==> config.mk <==
export PLATFORM = sky130hd
export DESIGN_NAME = circulant_word_packer
export DESIGN_NICKNAME = d
export VERILOG_FILES = /design/src/rtl/circulant_word_packer.sv
export SDC_FILE = /design/constraint.sdc
export NUM_CORES = 1
export LEC_CHECK = 0
export CORE_UTILIZATION = 55
export DETAILED_ROUTE_END_ITERATION = 8
export DONT_BUFFER_PORTS = 1
export PLACE_DENSITY_LB_ADDON = 0.2
export SETUP_SLACK_MARGIN = 0.5
export SYNTH_ARGS = -nofsm -noshare
export SYNTH_HDL_FRONTEND = slang
export SYNTH_SLANG_ARGS = --single-unit
==> constraint.sdc <==
create_clock -name i_clock -period 6.9 [get_ports i_clock]
set_clock_uncertainty 0.15 [all_clocks]
set_input_delay 1.725 -clock i_clock [delete_from_list [all_inputs] [get_ports i_clock]]
set_output_delay 1.725 -clock i_clock [all_outputs]
set_load 0.01 [all_outputs]
==> src/rtl/circulant_word_packer.sv <==
// circulant_word_packer
// Packs IN_WIDTH-bit bytes into OUT_WIDTH-bit circulant words for the
// downstream sparse C multiplier. Bytes are placed little-endian: the first
// accepted byte of a word lands in the least significant lane.
//
// Datapath: per-lane accumulator, a byte counter, and a single output
// register (data + valid) with a valid/ready handshake on both sides.
// Only the word-completing byte can be back-pressured, so bytes 0..N-2 of
// the next word keep flowing while a finished word waits downstream.
//
// Optional feature: define CIRCULANT_WORD_PACKER_LAST_EN to add a word
// counter and the o_output_last frame marker. Without the macro the port
// and counter do not exist.

module circulant_word_packer #(
  parameter int IN_WIDTH        = 8,
  parameter int OUT_WIDTH       = 96,
  parameter int WORDS_PER_FRAME = 144
) (
  input  logic                 i_clock,
  input  logic                 i_reset,
  input  logic [IN_WIDTH-1:0]  i_input_data,
  input  logic                 i_input_valid,
  output logic                 o_input_ready,
  output logic [OUT_WIDTH-1:0] o_output_data,
  output logic                 o_output_valid,
  input  logic                 i_output_ready
`ifdef CIRCULANT_WORD_PACKER_LAST_EN
  ,
  output logic                 o_output_last
`endif
);

  // Bytes per packed word and the width of the byte counter.
  localparam int N  = OUT_WIDTH / IN_WIDTH;
  localparam int CW = (N > 1) ? $clog2(N) : 1;
  localparam logic [CW-1:0] LAST_BYTE = CW'(N - 1);

  // ------------------------------------------------------------------
  // State
  // ------------------------------------------------------------------
  logic [CW-1:0]        byte_cnt_reg;
  logic [CW-1:0]        byte_cnt_next;
  logic [IN_WIDTH-1:0]  acc_lane_reg [N];
  logic [OUT_WIDTH-1:0] data_reg;
  logic                 valid_reg;
  logic                 valid_next;

  // ------------------------------------------------------------------
  // Handshake decode
  // ------------------------------------------------------------------
  logic                 at_last_byte;  // next accepted byte completes a word
  logic                 out_can_load;  // output register is empty or draining
  logic                 accept;        // byte handshake this cycle
  logic                 load;          // completed word enters output register
  logic                 pop;           // word handshake this cycle
  logic [OUT_WIDTH-1:0] word_full;     // accumulator with the incoming byte merged

  assign at_last_byte  = (byte_cnt_reg == LAST_BYTE);
  assign out_can_load  = !valid_reg || i_output_ready;

  // Only the completing byte waits on the output register; reset holds
  // ready low so nothing is accepted while the block is being cleared.
  assign o_input_ready = !i_reset && (!at_last_byte || out_can_load);

  assign accept = i_input_valid && o_input_ready;
  assign load   = accept && at_last_byte;
  assign pop    = valid_reg && i_output_ready;

  // ------------------------------------------------------------------
  // Byte counter
  // ------------------------------------------------------------------

  // Next byte position: advance on acceptance, wrap after the last lane.
  always_comb begin
    byte_cnt_next = byte_cnt_reg;
    if (accept) begin
      if (at_last_byte) begin
        byte_cnt_next = '0;
      end else begin
        byte_cnt_next = byte_cnt_reg + CW'(1);
      end
    end
  end

  // Byte counter register; reset discards any partial word position.
  always_ff @(posedge i_clock or posedge i_reset) begin
    if (i_reset) begin
      byte_cnt_reg <= '0;
    end else begin
      byte_cnt_reg <= byte_cnt_next;
    end
  end

  // ------------------------------------------------------------------
  // Accumulator lanes
  // ------------------------------------------------------------------
  // Each lane owns one byte slot of the word. The merged view word_full
  // substitutes the incoming byte into its lane so the completing byte can
  // be loaded into the output register in the same cycle it is accepted,
  // giving one-byte-per-cycle throughput with no bubble at word boundaries.
  genvar gi;
  generate
    for (gi = 0; gi < N; gi++) begin : g_lane
      logic lane_hit;

      assign lane_hit = accept && (byte_cnt_reg == CW'(gi));

      assign word_full[gi*IN_WIDTH +: IN_WIDTH] =
        lane_hit ? i_input_data : acc_lane_reg[gi];

      // Capture the accepted byte into this lane; idle cycles leave it alone.
      always_ff @(posedge i_clock or posedge i_reset) begin
        if (i_reset) begin
          acc_lane_reg[gi] <= '0;
        end else if (lane_hit) begin
          acc_lane_reg[gi] <= i_input_data;
        end
      end
    end
  endgenerate

  // ------------------------------------------------------------------
  // Output register
  // ------------------------------------------------------------------

  // Valid rises on a load, falls on a pop without a load, otherwise holds.
  always_comb begin
    valid_next = valid_reg;
    if (load) begin
      valid_next = 1'b1;
    end else if (pop) begin
      valid_next = 1'b0;
    end
  end

  // Output word and valid; data only changes on a load so it stays stable
  // while the downstream stalls.
  always_ff @(posedge i_clock or posedge i_reset) begin
    if (i_reset) begin
      data_reg  <= '0;
      valid_reg <= 1'b0;
    end else begin
      valid_reg <= valid_next;
      if (load) begin
        data_reg <= word_full;
      end
    end
  end

  // Data is presented unconditionally; downstream qualifies with valid.
  assign o_output_data  = data_reg;
  assign o_output_valid = valid_reg;

`ifdef CIRCULANT_WORD_PACKER_LAST_EN
  // ------------------------------------------------------------------
  // Frame tracking
  // ------------------------------------------------------------------
  localparam int WCW = (WORDS_PER_FRAME > 1) ? $clog2(WORDS_PER_FRAME) : 1;
  localparam logic [WCW-1:0] LAST_WORD = WCW'(WORDS_PER_FRAME - 1);

  logic [WCW-1:0] word_cnt_reg;
  logic [WCW-1:0] word_cnt_next;
  logic           last_reg;
  logic           last_next;

  // Word index within the frame advances on every output load and wraps.
  // The last flag travels with the word it describes.
  always_comb begin
    word_cnt_next = word_cnt_reg;
    last_next     = last_reg;
    if (load) begin
      last_next = (word_cnt_reg == LAST_WORD);
      if (word_cnt_reg == LAST_WORD) begin
        word_cnt_next = '0;
      end else begin
        word_cnt_next = word_cnt_reg + WCW'(1);
      end
    end else if (pop) begin
      last_next = 1'b0;
    end
  end

  // Frame counter and last flag; reset restarts the frame at word 0.
  always_ff @(posedge i_clock or posedge i_reset) begin
    if (i_reset) begin
      word_cnt_reg <= '0;
      last_reg     <= 1'b0;
    end else begin
      word_cnt_reg <= word_cnt_next;
      last_reg     <= last_next;
    end
  end

  assign o_output_last = last_reg;
`endif

endmodule

# Word-level counts from Yosys, hierarchy flattened

Index checks and enable logic that the tools add are counted.

Memories kept: 0
Bits in registers: 189
ROM bits: 0
Logic and storage cells: 62
RAM bits: 0
Bits in latches: 0
Output and inout port bits: 98

Shift operators: 0
$lt $le $gt $ge: 0
Bitwise logic cells: 0
Reduce and logical (&&, ||, !) cells: 22
Mux-type cells: 14
Multipliers: 0
Eq/ne operators: 11
Add/sub/neg operators: 1
Divide/modulo/power cells: 0

Operators by type and width:

| cell                  | count |
|---|---|
| $mux W8               | 11 |
| $eq A4 B3 Y1 const B  | 4 |
| $eq A4 B4 Y1 const B  | 4 |
| $logic_and A1 B1 Y1   | 15 |
| $eq A4 B2 Y1 const B  | 2 |
| $add A4 B1 Y4 const B | 1 |
| $eq A4 B1 Y1 const B  | 1 |
| $logic_not A4 Y1      | 1 |
| $mux W4               | 1 |
| $logic_not A1 Y1      | 3 |
| $logic_or A1 B1 Y1    | 2 |
| $mux W1               | 2 |
| $reduce_bool A2 Y1    | 1 |

# Longest topological paths before layout

Word-level depth: 7
Mapped depth: 8
Depth with buffers taken out: 6

# Worst setup path after synthesis

No wires, ideal clock.

Kind: in2out
From: in i_output_ready
To: out o_input_ready
Data required time: 5.025 ns
Cell stages on the path: 2
Setup slack: 2.872 ns
Data arrival time: 2.153 ns
Cell sequence: nor2b_1 -> a21oi_1

Longest elaborated chain between the ends: 3

RTL lines:

| what                | RTL line | text |
|---|---|---|
| start: declaration  | 27       | `input logic i_output_ready` |
| $logic_or A1 B1 Y1  | 60       | `assign out_can_load = !valid_reg \|\| i_output_ready;` |
| $logic_or A1 B1 Y1  | 64       | `assign o_input_ready = !i_reset && (!at_last_byte \|\| out_can_load);` |
| $logic_and A1 B1 Y1 | 64       |  |
| end: declaration    | 24       | `output logic o_input_ready,` |

Every way passes these cells.

# Worst setup path after layout

Same ends and word-level chain as after synthesis.

==> qor.yml <==
drt-pass1-iter-count: 5
switching_share: 0.3057
core_um2: 13190
path_delay_family: "simple AND/OR/NAND/NOR gates"
vias: 4547
final-hold-violation-count: 0
drv_slew: 0
cts_setup_buffers: 0
ys.flop_type: "dfrtp_1"
synthToLayoutAreaGrowth_pct: 9.611
routedWlPerCell_um: 18.27
port_buffers: 0
yosysMostFrequentCell: "nand2_1"
routed_via_density: 5.485
insertion_delay_ns: 0.43
grt_max_degree: 86
crit_chain: "nor2b_1 > a21oi_1"
critPathBufInv: 0
p_int_mw: 2.369
synth_nets: 669
seqPwrFrac: 0.542
fp.dieW_um: 118.2
critPathKind: "input port to primary output"
power.density_nw_per_um2: 419.4
worstSetupEndpointType: "primary output"
finalSetupViolations: 0
dp_cells: 797
use_met3: 0.06178
irDropWorstVdd_uv: 182.1
drt_wl_total_um: 15140
tightest_slew_ns: 1.031
rows: 42
largest_reg_flops: 96
cts_hold_buffers: 0
ios: 110
critPathRequiredTime_ns: 5.03
grt_use_total: 0.2359
max_freq_ghz: 0.2389
combPwrFrac: 0.170
multi_input_area_um2: 2539
drc: 0
synthArstFlopShare: 1.000
slowest_delay_ns: 0.37
cts_resized: 0
syn_area_per_cell_um2: 11.36
gr-usage-met2: 0.3761
yosys_warnings: 0
power_mw: 3.412
synth_cells: 653
rsz0062_at_grt: "no"
grt_pass1_vias: 4778
drt_iter0_markers: 282
seq_area_um2: 4730
fin_crit_sh: 0.6065
cp.arrival_ns: 2.31
drt.antenna.violating_nets: 0
antenna_found_initial: 0
start_kind: "input port"
ys_seq_elements: 189
tritoncts.num_buffers: 17
grt-busiest-layer: "met2"
slew_headroom: 0.3072
slowest_stage: "nor2b_1"
synth_area_leaders: "dfrtp_1, nand2_1, mux2_2"
antenna_cells: 0
critPathMaxFanout: 3
synth-seq-area-share: 0.6373
synth.largest_area_cell: "dfrtp_1"
min_path_type: "flop to flop"
cts_sinks: 189
gp_congestion: 0.7559
h-tree-depth: 4
cts_root_buf: "clkbuf_16"
switchingPower_mw: 1.043
finalNetCount: 656
synth_area_um2: 7421
dp_hpwl_um: 9353
clock_path_buffers: 2
tns_ns: 0
p_leak_nw: 4.100
synth_common_cells: "nand2_1, dfrtp_1, mux2_2, o21ai_0, mux2i_1"
grt-ovfl-total: 0
synth-edff-count: 0
initial_core_util: 0.5626
synth_top_area_frac: 0.6373
use_met1: 0.3064
status: "complete, no violations"
tritoncts: "built"
clkTransAtPathRegs_ns: 0.07
grt_pass1_wl_um: 25050
fin_crit_ns: 4.185
power_frac_clock: 0.289
synth_cell_types: 25
die_area_um2: 13960
nFillCells: 1066
layout.cells.non_filler: 829
drive_above_1_share: 0.1884
cap_violations: 0
die_h_um: 118.2
-- layout by cell type, fill, tap and decap left out, types with 3 or more instances in the layout --
cell and count:
inv_6 5, nand2_1 249, mux2i_1 24, inv_1 3
mux2_2 80, clkinvlp_4 3, nand2b_1 3, buf_4 4
nand3_1 9, o21ai_0 35, nand2_2 3, ha_1 4
dfrtp_1 189, clkbuf_16 17
-- stage by stage --
stage                     utilization  worst slack [ns]  hold slack, ns  instance area (µm²)
after floorplan                     -             2.591          0.2773                 7425
after global placement         0.5714             2.702          0.2920                 7537
after detailed placement       0.5714             2.705          0.2994                 7537
after CTS                      0.6167             2.702          0.3154                 8134
after global routing           0.6167             2.662          0.3241                 8134
final                          0.6167             2.715          0.3116                 8134
-- layout make-up --
type,count,area share
multi-input combinational,424,0.3121
clock buffer,18,0.05399
sequential,189,0.5814
clock inverter,14,0.01938
tap,176,0.02707
inverter,4,0.002307
timing repair buffer,4,0.003692
-- power groups by stage --
stage          sequential [mW]  combinational [mW]  clock (mW)
3_3_place_gp              1.84               0.546           0
5_1_grt                   1.90               0.658        1.05
4_1_cts                   1.85               0.587        1.00
2_1_floorplan             1.78               0.502           0
3_5_place_dp              1.87               0.584           0
6_report                  1.85               0.579       0.985
-- layer usage --
layer	vias up	wire, µm
met5	-	0
met4	0	366
met3	24	844
met2	127	7377
met1	2284	6554
li1	2112	-
-- worst register-to-register path: cells and delay by family (launching register included) --
kind | cells | cell delay (ns)
AOI/OAI and AO/OA | 1 | 0.10
buffers and inverters | 1 | 0.53
and+or+nand+nor | 3 | 1.07
adders and majority gates | 1 | 0.35
DFF | 1 | 0.44
-- logic make-up after synthesis --
family	Yosys count	share of synthesized area
buf+inv	40	0.02310
compound gates	38	0.02900
fa+ha+maj	4	0.006744
simple gates	277	0.1485
flops	189	0.6373
mux	105	0.1553
-- worst paths after layout --
kind	startpoint	end	slack (ns)	cells after the start
hold / removal	acc_lane_reg[81]	o_output_data[9]	0.31	2
min in group asynchronous	i_reset	o_output_valid	1.10	1
hold reg to reg	acc_lane_reg[81]	o_output_data[9]	0.31	2
max in group asynchronous	i_reset	o_output_data[60]	4.06	2
setup reg to reg	byte_cnt_reg[0]	o_output_data[70]	4.11	6
setup / recovery	i_output_ready	o_input_ready	2.71	2
Note: power is estimated with default switching activity, not from simulation.
